### src/rtl/pipe_stage_buf.sv
// pipe_stage_buf: generic handshaked pipeline stage register for the CPU stage
// boundaries (IF/ID, ID/EXE, EXE/MEM, MEM/WB).
//
// Optional feature macro: PIPE_STAGE_BUF_SKID_EN
//   defined   - adds a skid entry and a registered in_ready
//   undefined - main entry only, in_ready = !out_valid | out_ready
//
// Ports:
//   clk        stage clock, rising edge
//   rst        asynchronous active-low reset
//   in_valid   upstream presents in_data
//   in_ready   stage accepts in_data this cycle
//   in_data    upstream bundle (DATA_W)
//   flush      synchronous squash of all held entries
//   out_valid  out_data holds a valid bundle
//   out_ready  downstream accepts out_data
//   out_data   bundle in the main entry (DATA_W)
//   stall_cnt  saturating count of back-pressured cycles (STALL_CNT_W)
module pipe_stage_buf #(
    parameter int unsigned DATA_W      = 32,
    parameter int unsigned STALL_CNT_W = 16
) (
    input  logic                   clk,
    input  logic                   rst,
    input  logic                   in_valid,
    output logic                   in_ready,
    input  logic [DATA_W-1:0]      in_data,
    input  logic                   flush,
    output logic                   out_valid,
    input  logic                   out_ready,
    output logic [DATA_W-1:0]      out_data,
    output logic [STALL_CNT_W-1:0] stall_cnt
);

    typedef enum logic [1:0] {
        EMPTY = 2'd0,
        HALF  = 2'd1,
        FULL  = 2'd2
    } state_t;

    localparam logic [STALL_CNT_W-1:0] STALL_MAX = '1;

    state_t                   state_q;
    state_t                   state_d;
    logic [DATA_W-1:0]        main_q;
    logic [DATA_W-1:0]        main_d;
    logic                     out_valid_q;
    logic [STALL_CNT_W-1:0]   stall_q;
    logic                     in_fire;
    logic                     out_fire;

`ifdef PIPE_STAGE_BUF_SKID_EN
    logic [DATA_W-1:0]        skid_q;
    logic [DATA_W-1:0]        skid_d;
    logic                     in_ready_q;

    // Registered ready: deasserted only while the stage sits in FULL.
    assign in_ready = in_ready_q;
`else
    // Without a skid slot the stage can only take a new bundle when the
    // current one leaves in the same cycle.
    assign in_ready = !out_valid_q | out_ready;
`endif

    assign out_valid = out_valid_q;
    assign out_data  = main_q;
    assign stall_cnt = stall_q;
    assign in_fire   = in_valid & in_ready;
    assign out_fire  = out_valid_q & out_ready;

    // Next-state and data-path selection; flush squashes valids only.
    always_comb begin
        state_d = state_q;
        main_d  = main_q;
`ifdef PIPE_STAGE_BUF_SKID_EN
        skid_d  = skid_q;
`endif
        if (flush) begin
            state_d = EMPTY;
        end else begin
            case (state_q)
                EMPTY: begin
                    if (in_fire) begin
                        state_d = HALF;
                        main_d  = in_data;
                    end
                end
                HALF: begin
                    if (in_fire && out_fire) begin
                        main_d = in_data;
`ifdef PIPE_STAGE_BUF_SKID_EN
                    end else if (in_fire) begin
                        state_d = FULL;
                        skid_d  = in_data;
`endif
                    end else if (out_fire) begin
                        state_d = EMPTY;
                    end
                end
`ifdef PIPE_STAGE_BUF_SKID_EN
                FULL: begin
                    if (out_fire) begin
                        state_d = HALF;
                        main_d  = skid_q;
                    end
                end
`endif
                default: begin
                    state_d = EMPTY;
                end
            endcase
        end
    end

    // State, data and valid registers.
    always_ff @(posedge clk or negedge rst) begin
        if (!rst) begin
            state_q     <= EMPTY;
            main_q      <= '0;
            out_valid_q <= 1'b0;
`ifdef PIPE_STAGE_BUF_SKID_EN
            skid_q      <= '0;
            in_ready_q  <= 1'b1;
`endif
        end else begin
            state_q     <= state_d;
            main_q      <= main_d;
            out_valid_q <= (state_d != EMPTY);
`ifdef PIPE_STAGE_BUF_SKID_EN
            skid_q      <= skid_d;
            in_ready_q  <= (state_d != FULL);
`endif
        end
    end

    // Back-pressure counter; saturates and is untouched by flush.
    always_ff @(posedge clk or negedge rst) begin
        if (!rst) begin
            stall_q <= '0;
        end else if (out_valid_q && !out_ready && (stall_q != STALL_MAX)) begin
            stall_q <= stall_q + STALL_CNT_W'(1);
        end
    end

endmodule
### config.mk
export PLATFORM = sky130hd
export DESIGN_NAME = pipe_stage_buf
export DESIGN_NICKNAME = d
export VERILOG_FILES = /design/src/rtl/pipe_stage_buf.sv
export SDC_FILE = /design/constraint.sdc
export NUM_CORES = 1
export LEC_CHECK = 0
export ABC_AREA = 0
export BUFFER_PORTS_ARGS = -buffer_cell sky130_fd_sc_hd__buf_4
export CAP_MARGIN = 0
export CORE_MARGIN = 2
export CORE_UTILIZATION = 45
export CTS_BUF_LIST = sky130_fd_sc_hd__clkbuf_4 sky130_fd_sc_hd__clkbuf_8
export CTS_CLUSTER_SIZE = 40
export DETAILED_ROUTE_END_ITERATION = 10
export PLACE_DENSITY_LB_ADDON = 0.1
export SYNTH_ARGS = -nofsm -noshare
export SYNTH_HDL_FRONTEND = slang
export SYNTH_SLANG_ARGS = --single-unit
### constraint.sdc
create_clock -name clk -period 1.6 [get_ports clk]
set_input_delay 0.32 -clock clk [delete_from_list [all_inputs] [get_ports clk]]
set_output_delay 0.32 -clock clk [all_outputs]
set_load 0.005 [all_outputs]
# Yosys cells after proc, flatten, opt, wreduce, memory -nomap -nowiden

Index checks and enable logic that the tools add are counted.
W data, S select, Z words.

Add/subtract/negate cells: 1
Equality and inequality tests: 4
Reduce and logical (&&, ||, !) cells: 9
Bitwise gates (word level): 4
Multiplexer cells: 8

Operators by type and width:

| kind                    | count |
|---|---|
| $mux W32                | 2 |
| $pmux W32 S2            | 1 |
| $add A16 B1 Y16 const B | 1 |
| $ne A16 B16 Y1 const B  | 1 |
| $mux W2                 | 4 |
| $ne A2 B2 Y1 const B    | 2 |
| $pmux W2 S2             | 1 |
| $reduce_and A4 Y1       | 1 |
| $reduce_bool A2 Y1      | 2 |
| $logic_and A1 B1 Y1     | 3 |
| $and A1 B1 Y1           | 2 |
| $eq A2 B1 Y1 const B    | 1 |
| $logic_not A1 Y1        | 2 |
| $logic_not A2 Y1        | 1 |
| $not A1 Y1              | 1 |
| $or A1 B1 Y1            | 1 |

Bits of input ports: 37
Logic and storage cells: 30
Output and inout bits: 50
Register bits: 51

# Logic depth before layout (Yosys ltp)

Gate-level depths: netlist of run 1.

Word-level depth: 8
Mapped depth: 5
Gate-level depth less buffers: 5

# Worst setup path before layout of run 1

OpenSTA, ideal clock, no wires.

Kind: register to register
From: reg stall_q[0] (netlist: stall_cnt[0])
To: reg stall_q[1] (netlist: stall_cnt[1])
Clock period less this slack: 1605 ps
Slack: -5 ps
Required time: 1475 ps
Setup time: 125 ps
Path buffers: 0
Stages on the path, launching flop included: 5
Arrival: 1480 ps
Cells stage by stage: dfrtp_1 > ha_1 > and4_4 > a41oi_4 > mux2_2

Cells in the longest elaborated chain, start to end: 2
Elaborated cells on any way between the ends: 3
Classes of those cells: 1 x add/sub; 1 x eq/ne; 1 x reduce/logical

Ends and longest elaborated chain:

| item                                                                    | line | text |
|---|---|---|
| start: declaration                                                      | 48   | `logic [STALL_CNT_W-1:0] stall_q;` |
| start signal: assignment                                                | 141  | `stall_q <= stall_q + STALL_CNT_W'(1);` |
| parallel branches: the longest is 2 deep, another holds $add A16 B1 Y16 | --   |  |

Several ways; the timed one is not identified.
A chain may end at the register's enable or synchronous reset.

# Final worst setup path of run 1

From: reg stall_q[0] (netlist: stall_cnt[0])
To: reg stall_q[12] (netlist: stall_cnt[12])

The elaborated chain is that of the path after synthesis.

==> run_results.csv, run 1 <==
group,metric,value,unit
global_route,grt_use_total,0.1687,
logic_synthesis,synthesized_flop_and_latch_total,51,
critical_path,ff2ff_path_depth,5,
critical_path,regToRegStartpoint,"stall_cnt[0]$_DFFE_PN0P_",
logic_synthesis,yosysTopAreaCell,"sky130_fd_sc_hd__dfrtp_1",
critical_path,reg2reg_setup_slack,70,ps
detailed_routing,antenna_left,0,
logic_synthesis,synth_edf_count,0,
cells_and_area,post_route_cells_drive_above_1_share,0.5796,
floorplan,die_width,72.75,um
job,maxCapViolations,0,
clock_tree,ctsHoldBuffers,0,
cells_and_area,antenna_cells_inserted,0,
sta,fin_skew,4.744,ps
floorplan,placementRows,25,
worst_hold_path,min-delay-path-class,"in -> async",
detailed_routing,first_iter_violations,77,
run_status,outcome,"completed",
logic_synthesis,synth.net_count,185,
clock_tree,tritoncts,"built",
pwr,ir_worst_vdd,0.5949,mV
critical_path,setup.worst_path.end_class,"flip-flop",
sta,worst-slew-pin-transition,625.4,ps
critical_path,critPathArrivalTime,1720,ps
logic_synthesis,yosys.area.top_type_share,0.6000,
pwr,power.static_leakage,1.454,nW
floorplan,floorplan.io_pins,87,
logic_synthesis,postSynth.topFlopCell,"sky130_fd_sc_hd__dfrtp_1",
detailed_routing,routed_via_density,5.211,
detailed_routing,routedWlPerCell,14.10,um
sta,timing.final.crit_share,0.9534,
sta,setup-tns-final,0,ps
logic_synthesis,synth-warning-count,0,
placement,placed_area,2872,um2
detailed_routing,detail_route.first_pass.iterations,4,
global_route,grt_max_degree,52,
placement,gp_congestion,0.8278,
cells_and_area,design_area,2987,um2
logic_synthesis,netlist_area,2127,um2
logic_synthesis,synthesis.instances,147,
logic_synthesis,fraction_of_registers_with_async_set_reset,1.000,
sta,slew_viol_final,0,
cells_and_area,area_growth,40.41,%
sta,rsz_0062_raised_after_global_routing,"true",
sta,timing.fmax,655.5,MHz
floorplan,die_h,72.75,um
logic_synthesis,syn_area_per_cell,14.47,um2
critical_path,worstSetupStartpointType,"flip-flop",
clock_tree,clkTransAtPathRegs,90,ps
sta,layout_setup_ws,74.49,ps
critical_path,timing.setup.critical_path_class,"reg -> reg",
sta,slew_hr,0.5831,
clock_tree,clk_path_buf_depth,2,
cells_and_area,final_cell_utilization_of_the_core,0.6451,
pwr,powerDensity,1130,nW/um2
placement,dpl.cell_count,291,
detailed_routing,detail_route.drc_violations,0,
sta,period_minus_slack,1526,ps
floorplan,core_footprint,4629,um2
detailed_routing,via_count,1558,
logic_synthesis,synth.yosys.seq_area_share,0.6000,
cells_and_area,most_used_cells_in_the_layout_excluding_fill_and_tap_cells,"sky130_fd_sc_hd__buf_4, sky130_fd_sc_hd__dfrtp_1, sky130_fd_sc_hd__mux2_2, sky130_fd_sc_hd__xnor2_1, sky130_fd_sc_hd__nand4_1",
global_route,first_global_vias,1539,
placement,half_perimeter_wire_length_after_placement,3181,um
sta,final-hold-violation-count,0,
global_route,grt_remaining_overflow,0,
clock_tree,numCtsBuffers,5,
cells_and_area,finalNetCount,282,
floorplan,initial_utilization,0.4595,
logic_synthesis,synth_top_cells_by_area,"sky130_fd_sc_hd__dfrtp_1, sky130_fd_sc_hd__mux2_2, sky130_fd_sc_hd__xnor2_1",
critical_path,req_time_crit_path,1790,ps
floorplan,die-area,5293,um2
critical_path,worstPathMaxFanout,5,
placement,buffer_ports.inserted,86,
clock_tree,cts_sinks,51,
placement,pre_cts_slack,60.41,ps
clock_tree,htree_num_levels,2,
detailed_routing,totalWireLength,4215,um
clock_tree,clockRootBuffer,"sky130_fd_sc_hd__clkbuf_8",
global_route,antenna_violations_before_repair,0,
critical_path,regToRegEndpoint,"stall_cnt[12]$_DFFE_PN0P_",
sta,setup-violations-final,0,
logic_synthesis,yosys.cell_types.count,28,
global_route,grt_first_pass_wirelength,6865,um
cells_and_area,layout_commonest_cell,"sky130_fd_sc_hd__buf_4",
clock_tree,clk_latency,300,ps
cells_and_area,finalNonFillerCells,299,
==> cell type report <==
| cell class | instances | area, um2 |
|---|---|---|
| Inverter | 1 | 3.754 |
| Clock buffer | 5 | 68.82 |
| Timing Repair Buffer | 93 | 710.7 |
| Sequential cell | 51 | 1276 |
| Clock inverter | 3 | 43.79 |
| Multi-Input combinational cell | 92 | 815.8 |
| Tap cell | 54 | 67.56 |
| Fill cell | 368 | 1643 |
==> worst max path at each step <==
stage | depth (start not counted) | end | start
floorplan | 4 | stall_cnt[1]$_DFFE_PN0P_ | stall_cnt[0]$_DFFE_PN0P_
finish | 5 | stall_cnt[12]$_DFFE_PN0P_ | stall_cnt[0]$_DFFE_PN0P_
CTS | 4 | stall_cnt[1]$_DFFE_PN0P_ | stall_cnt[0]$_DFFE_PN0P_
detailed placement | 4 | stall_cnt[1]$_DFFE_PN0P_ | stall_cnt[0]$_DFFE_PN0P_
global route | 5 | stall_cnt[7]$_DFFE_PN0P_ | stall_cnt[1]$_DFFE_PN0P_
global placement | 4 | stall_cnt[1]$_DFFE_PN0P_ | stall_cnt[0]$_DFFE_PN0P_
==> flip-flops by register name (all words and copies together) (netlist names) <==
name       count
stall_cnt     16
out_data      32
state_q        2
out_valid      1
==> power by group <==
group          internal [mW]  total [mW]  switching, mW
clock network          0.465       0.869          0.403
registers               1.52        1.68          0.156
logic                  0.551       0.827          0.276
total                   2.54        3.37          0.835
==> per-stage QoR <==
stage,hold slack (ps),power [mW]
2_1_floorplan,24.41,1.970
3_3_place_gp,367.4,2.491
3_5_place_dp,387.6,2.543
4_1_cts,52.36,3.434
5_1_grt,88.40,3.557
6_report,38.06,3.375
==> cells by family after synthesis <==
kind of cell,count (synthesis),share of synthesized area
AND/OR/NAND/NOR,37,0.1118
multiplexers,34,0.1800
other,1,0.001763
adder cells (fa/ha/maj),1,0.005881
AO/OA/AOI/OAI,6,0.02941
buffers and inverters,4,0.01764
XOR/XNOR,13,0.05353
flip-flops,51,0.6000
==> synth_stat cells (all sizes together), types with 3 or more instances <==
cell type	number
and4	3
nor2	5
nand3	4
xor2	3
buf	3
mux2	34
xnor2	10
o21ai	3
dfrtp	51
nand2	7
nand4	9
==> timing repair <==
action	in CTS	in global routing
setup buffers	0	0
setup endpoints to repair	0	6
gates resized for setup	0	1
==> routing by layer <==
layer  track usage  wire length (um)  up-vias
met1        0.2047              1621      782
met2        0.2838              2314       51
met4       0.06584                65        0
met3       0.04834               213        9
li1              -                 -      716
met5             0                 0        -
==> critical path, cell delays in order (launching register included) <==
cell and delay (ps):
sky130_fd_sc_hd__dfrtp_1 370, sky130_fd_sc_hd__ha_2 210, sky130_fd_sc_hd__and4_4 280, sky130_fd_sc_hd__nand3b_4 110
sky130_fd_sc_hd__nor2_1 120, sky130_fd_sc_hd__mux2_2 340
Note: power is estimated with default switching activity, not from simulation.
==> run 2, diff against run 1 <==
--- a/config.mk
+++ b/config.mk
@@ -8,6 +8,7 @@
 export ABC_AREA = 0
 export BUFFER_PORTS_ARGS = -buffer_cell sky130_fd_sc_hd__buf_4
 export CAP_MARGIN = 0
+export CORE_ASPECT_RATIO = 2
 export CORE_MARGIN = 2
 export CORE_UTILIZATION = 45
 export CTS_BUF_LIST = sky130_fd_sc_hd__clkbuf_4 sky130_fd_sc_hd__clkbuf_8
==> constraint.sdc (replaced) <==
create_clock -name clk -period 1.3 [get_ports clk]
set_input_delay 0.26 -clock clk [delete_from_list [all_inputs] [get_ports clk]]
set_output_delay 0.26 -clock clk [all_outputs]
set_load 0.005 [all_outputs]
==> run 2 against run 1 <==
Net effect:
- the flow now finishes with violations (negative setup slack)
- clock skew up 2.1 ps
- sequential power up 23%
- wire length up 28%
- cell area up 19%
- total power up 33%
- non-clock buffer count up 31
- die area up 0.64%
- utilization up 13 points
- global-route usage up 3.8 points
- register-to-register slack worse by 250 ps
- first-iteration DRC count down 83%
- via count up 8.0%
- largest power group unchanged
- highest routed layer unchanged
==> run_results.csv, run 2 (synthesis results as in run 1) <==
group,metric,value,unit
placement,half_perimeter_wire_length_after_placement,3790,um
clock_tree,clk_latency,290,ps
sta,timing.fmax,676.7,MHz
worst_hold_path,min-delay-start,"in_data[27]",
global_route,grt_remaining_overflow,0,
clock_tree,numCtsBuffers,5,
global_route,first_global_vias,1773,
floorplan,die_h,101.2,um
floorplan,placementRows,35,
detailed_routing,routedWlPerCell,16.39,um
cells_and_area,antenna_cells_inserted,0,
clock_tree,clk_path_buf_depth,2,
placement,buffer_ports.inserted,86,
floorplan,core_footprint,4598,um2
sta,slew_viol_final,0,
pwr,powerDensity,1264,nW/um2
floorplan,initial_utilization,0.4626,
clock_tree,clkTransAtPathRegs,90,ps
global_route,grt_use_total,0.2070,
cells_and_area,regArea,1277,um2
critical_path,setup.worst_path.end_class,"flip-flop",
detailed_routing,totalWireLength,5408,um
clock_tree,cts_sinks,51,
detailed_routing,detail_route.first_pass.iterations,4,
floorplan,die_width,52.62,um
global_route,grt_busiest_layer,"met2",
critical_path,worstSetupStartpointType,"flip-flop",
cells_and_area,finalNetCount,313,
sta,rsz_0062_raised_after_global_routing,"true",
cells_and_area,num-fill-cells,305,
cells_and_area,largest_register_ffs,32,
cells_and_area,post_route_cells_drive_above_1_share,0.6655,
critical_path,reg2reg_setup_slack,-180,ps
cells_and_area,most_used_cells_in_the_layout_excluding_fill_and_tap_cells,"sky130_fd_sc_hd__buf_4, sky130_fd_sc_hd__dfrtp_1, sky130_fd_sc_hd__mux2_4, sky130_fd_sc_hd__buf_6, sky130_fd_sc_hd__nand4_1",
critical_path,critPathArrivalTime,1660,ps
job,maxCapViolations,0,
detailed_routing,via_count,1682,
cells_and_area,final_cell_utilization_of_the_core,0.7728,
global_route,global_routing_met3_resource_utilization,0.03982,
global_route,grt_max_degree,52,
placement,gp_congestion,0.7815,
detailed_routing,routed_via_density,5.097,
sta,setup-violations-final,49,
sta,final-hold-violation-count,0,
clock_tree,htree_num_levels,2,
clock_tree,clockRootBuffer,"sky130_fd_sc_hd__clkbuf_8",
critical_path,ff2ff_path_depth,4,
sta,slew_hr,0.5746,
sta,fin_skew,6.875,ps
worst_hold_path,min_path_cells,2,
worst_hold_path,hold-path-endpoint,"out_data[27]$_DFFE_PN0P_",
cells_and_area,area_growth,67.06,%
pwr,ir_worst_vdd,1.134,mV
sta,finalHoldWorstSlack,185.8,ps
cells_and_area,area_occupied_by_multi_input_gates,1018,um2
floorplan,floorplan.io_pins,87,
detailed_routing,first_iter_violations,13,
pwr,power.static_leakage,1.857,nW
placement,dpl.cell_count,311,
critical_path,crit_start,"out_valid$_DFF_PN0_",
worst_hold_path,min-delay-path-class,"in -> reg",
floorplan,die-area,5326,um2
cells_and_area,layout_commonest_cell,"sky130_fd_sc_hd__buf_4",
sta,layout_setup_ws,-177.7,ps
detailed_routing,detail_route.drc_violations,0,
global_route,gr-usage-met1,0.2320,
clock_tree,tritoncts,"built",
critical_path,worstPathMaxFanout,5,
sta,period_minus_slack,1478,ps
detailed_routing,antenna_left,0,
run_status,outcome,"finished, violations left",
global_route,antenna_violations_before_repair,0,
critical_path,req_time_crit_path,1480,ps
cells_and_area,finalNonFillerCells,330,
sta,worst-slew-pin-transition,638.2,ps
global_route,grt_first_pass_wirelength,8148,um
sta,timing.final.crit_share,1.137,
critical_path,regToRegEndpoint,"out_data[15]$_DFFE_PN0P_",
run_status,violated_checks,"negative setup slack",
pwr,report.power.total,4.492,mW
global_route,grt_util_met2,0.3788,
critical_path,timing.setup.critical_path_class,"reg -> reg",
critical_path,regToRegStartpoint,"out_valid$_DFF_PN0_",
[run 2: cell types whose count changed in the layout (fill, tap and decap cells not counted), moves of 3 or more]
cell,before,now
sky130_fd_sc_hd__buf_4,92,106
sky130_fd_sc_hd__buf_6,0,10
sky130_fd_sc_hd__nor2_1,5,2
sky130_fd_sc_hd__mux2_2,32,0
sky130_fd_sc_hd__mux2_4,0,34
[run 2: repair_timing]
action	CTS	global route
hold buffers	1	0
resized for setup	22	11
setup endpoints to repair	49	51
endpoints found under the hold margin	8	0
cloned	2	2
pin swaps	5	7
setup buffers	7	2
[run 2: area by class of cell]
| class | instances | share of cell area |
|---|---|---|
| clock buffers | 6 | 0.02148 |
| multi-input cells | 92 | 0.2866 |
| inverters | 1 | 0.001056 |
| repair buffers | 124 | 0.3035 |
| flip-flops and latches | 51 | 0.3595 |
| clock inverters | 1 | 0.008451 |
| well taps | 55 | 0.01937 |
[run 2: worst max path at each step]
stage | endpoint | slack [ps] | cells after the start
floorplan | stall_cnt[1]$_DFFE_PN0P_ | -200 | 4
global placement | stall_cnt[1]$_DFFE_PN0P_ | -130 | 4
detailed placement | stall_cnt[1]$_DFFE_PN0P_ | -170 | 4
CTS | stall_cnt[1]$_DFFE_PN0P_ | -170 | 4
global route | stall_cnt[7]$_DFFE_PN0P_ | -300 | 5
finish | out_data[15]$_DFFE_PN0P_ | -180 | 4
[run 2: routing by layer]
layer  vias to the layer above  wire length, um
li1                        777                -
met4                         0               80
met3                         7              240
met1                       843             1897
met2                        55             3189
met5                         -                0
[run 2: critical path, stage by stage, from the launching register on]
cell and delay [ps]:
sky130_fd_sc_hd__dfrtp_2 460, sky130_fd_sc_hd__o2111ai_4 290, sky130_fd_sc_hd__buf_6 180, sky130_fd_sc_hd__clkbuf_16 150
sky130_fd_sc_hd__mux2_4 290
[run 2: per-stage QoR]
step / TNS [ps] / area, um2 / setup slack, ps
floorplan: -2409 / 2266 / -203.3
finish: -6484 / 3553 / -177.7
global route: -9044 / 3553 / -298.0
global placement: -3629 / 3154 / -125.5
CTS: -5260 / 3455 / -170.8
detailed placement: -5427 / 3154 / -169.5
[run 2: power breakdown]
| group | switching [mW] | internal, mW | total [mW] |
|---|---|---|---|
| logic | 0.434 | 0.930 | 1.36 |
| registers | 0.184 | 1.88 | 2.06 |
| clock network | 0.483 | 0.585 | 1.07 |
| total | 1.10 | 3.39 | 4.49 |
==> run 3, diff against run 2 <==
--- a/config.mk
+++ b/config.mk
@@ -10,11 +10,12 @@
 export CAP_MARGIN = 0
 export CORE_ASPECT_RATIO = 2
 export CORE_MARGIN = 2
-export CORE_UTILIZATION = 45
-export CTS_BUF_LIST = sky130_fd_sc_hd__clkbuf_4 sky130_fd_sc_hd__clkbuf_8
+export CORE_UTILIZATION = 43
 export CTS_CLUSTER_SIZE = 40
 export DETAILED_ROUTE_END_ITERATION = 10
 export PLACE_DENSITY_LB_ADDON = 0.1
+export SKIP_LAST_GASP = 1
+export SLEW_MARGIN = 20
 export SYNTH_ARGS = -nofsm -noshare
 export SYNTH_HDL_FRONTEND = slang
 export SYNTH_SLANG_ARGS = --single-unit
==> run 3 against run 2 <==
Net effect:
- the flow still finishes with violations (negative setup slack)
- combinational power hardly changed
- clock power down 19%
- critical path depth is 2 higher
- critical endpoint is now stall_cnt[10]$_DFFE_PN0P_
- largest power group unchanged
==> run_results.csv, run 3 (synthesis results as in run 1) <==
group,metric,value,unit
floorplan,die_width,53.73,um
cells_and_area,layout_commonest_cell,"sky130_fd_sc_hd__buf_4",
placement,gp_congestion,0.7976,
critical_path,cp_cell_sequence,"ha_2 -> and4_4 -> nand3b_4 -> buf_6 -> nor3_4 -> xor2_1",
floorplan,floorplan.io_pins,87,
detailed_routing,detail_route.drc_violations,0,
global_route,first_global_vias,1846,
pwr,powerDensity,1248,nW/um2
clock_tree,clockRootBuffer,"sky130_fd_sc_hd__clkbuf_8",
sta,period_minus_slack,1478,ps
cells_and_area,num-fill-cells,356,
global_route,grt_use_total,0.2093,
critical_path,slowest_delay,360,ps
sta,slew_viol_final,0,
floorplan,die-area,5559,um2
placement,dpl.cell_count,314,
placement,half_perimeter_wire_length_after_placement,4024,um
critical_path,worstSetupStartpointType,"flip-flop",
sta,timing.fmax,676.8,MHz
global_route,grt_first_pass_wirelength,8507,um
sta,fin_skew,5.362,ps
cells_and_area,antenna_cells_inserted,0,
sta,final-hold-violation-count,0,
detailed_routing,totalWireLength,5377,um
floorplan,core_footprint,4820,um2
sta,layout_setup_ws,-177.5,ps
clock_tree,numCtsBuffers,5,
global_route,grt_remaining_overflow,0,
floorplan,die_h,103.5,um
critical_path,timing.setup.critical_path_class,"reg -> reg",
critical_path,worstPathMaxFanout,4,
sta,setup-violations-final,49,
sta,timing.final.crit_share,1.137,
cells_and_area,most_used_cells_in_the_layout_excluding_fill_and_tap_cells,"sky130_fd_sc_hd__buf_4, sky130_fd_sc_hd__dfrtp_1, sky130_fd_sc_hd__mux2_4, sky130_fd_sc_hd__xnor2_1, sky130_fd_sc_hd__nand4_1",
detailed_routing,via_count,1670,
global_route,grt_max_degree,28,
run_status,outcome,"finished, violations left",
job,maxCapViolations,0,
cells_and_area,area_growth,61.12,%
sta,setup-tns-final,-5134,ps
pwr,ir_worst_vdd,1.302,mV
detailed_routing,routed_via_density,5.076,
clock_tree,clkTransAtPathRegs,90,ps
detailed_routing,routedWlPerCell,16.34,um
critical_path,req_time_crit_path,1520,ps
clock_tree,cts_sinks,51,
worst_hold_path,min-delay-path-class,"in -> reg",
sta,rsz_0062_raised_after_global_routing,"true",
placement,buffer_ports.inserted,86,
global_route,antenna_violations_before_repair,0,
run_status,violated_checks,"negative setup slack",
floorplan,initial_utilization,0.4413,
floorplan,placementRows,36,
clock_tree,clk_latency,290,ps
critical_path,setup.worst_path.end_class,"flip-flop",
cells_and_area,finalNonFillerCells,329,
pwr,power.static_leakage,1.765,nW
clock_tree,clk_path_buf_depth,2,
placement,pre_cts_slack,-195.6,ps
cells_and_area,post_route_cells_drive_above_1_share,0.6507,
clock_tree,tritoncts,"built",
clock_tree,htree_num_levels,2,
cells_and_area,largest_register_ffs,32,
critical_path,critical_path.slowest_cell,"sky130_fd_sc_hd__dfrtp_1",
critical_path,crit_buf_inv,1,
critical_path,worst_path_dominant_cell_family,"simple AND/OR/NAND/NOR gates",
detailed_routing,first_iter_violations,4,
critical_path,critPathArrivalTime,1690,ps
detailed_routing,antenna_left,0,
detailed_routing,detail_route.first_pass.iterations,4,
cells_and_area,finalNetCount,310,
[run 3: through the flow]
| stage | hold WS [ps] | total power, mW | instance area (um2) | utilization |
|---|---|---|---|---|
| finish | 188.8 | 4.278 | 3427 | 0.7111 |
| global placement | 182.3 | 3.325 | 3177 | 0.6591 |
| global route | 174.1 | 4.530 | 3427 | 0.7111 |
| detailed placement | 190.7 | 3.387 | 3177 | 0.6591 |
| CTS | 180.8 | 4.378 | 3435 | 0.7126 |
| floorplan | -35.59 | 2.572 | 2266 | - |
[run 3: metal layers]
| metal | vias to the layer above | GRT usage | routed length, um |
|---|---|---|---|
| met1 | 837 | 0.2314 | 1812 |
| li1 | 774 | - | - |
| met4 | 0 | 0.05917 | 62 |
| met5 | - | 0 | 0 |
| met3 | 6 | 0.02874 | 210 |
| met2 | 53 | 0.3959 | 3291 |
[run 3: where the power goes]
group,switching [mW],internal (mW),leakage [nW],total (mW)
sequential,0.190,1.88,0.635,2.07
clock,0.492,0.370,0.0373,0.862
combinational,0.430,0.921,1.09,1.35
[run 3: worst paths after layout]
check / startpoint / endpoint / slack (ps) / cells after the start
worst min register to register: out_data[27]$_DFFE_PN0P_ / out_data[27]$_DFFE_PN0P_ / 520 / 1
worst max-delay path: stall_cnt[0]$_DFFE_PN0P_ / stall_cnt[10]$_DFFE_PN0P_ / -180 / 6
worst min-delay path: in_data[23] / out_data[23]$_DFFE_PN0P_ / 190 / 2
worst max register to register: stall_cnt[0]$_DFFE_PN0P_ / stall_cnt[10]$_DFFE_PN0P_ / -180 / 6
max in group asynchronous: rst / stall_cnt[1]$_DFFE_PN0P_ / 430 / 3
min in group asynchronous: rst / stall_cnt[14]$_DFFE_PN0P_ / 420 / 2
[run 3: layout make-up]
| class | instances | area (um2) | area share |
|---|---|---|---|
| Multi-Input combinational cell | 92 | 984.7 | 0.2873 |
| Clock inverter | 1 | 7.507 | 0.002191 |
| Inverter | 1 | 3.754 | 0.001095 |
| Tap cell | 57 | 71.32 | 0.02081 |
| Clock buffer | 6 | 72.57 | 0.02118 |
| Timing Repair Buffer | 121 | 1010 | 0.2946 |
| Sequential cell | 51 | 1277 | 0.3728 |
[run 3: timing repair]
| item | in CTS | in global routing |
|---|---|---|
| resized for setup | 19 | 7 |
| endpoints found under the setup margin | 50 | 51 |
| endpoints found under the hold margin | 24 | 0 |
| cloned | 2 | 0 |
| pin swaps | 9 | 8 |
| buffers inserted | 8 | 2 |
| hold buffers | 1 | 0 |
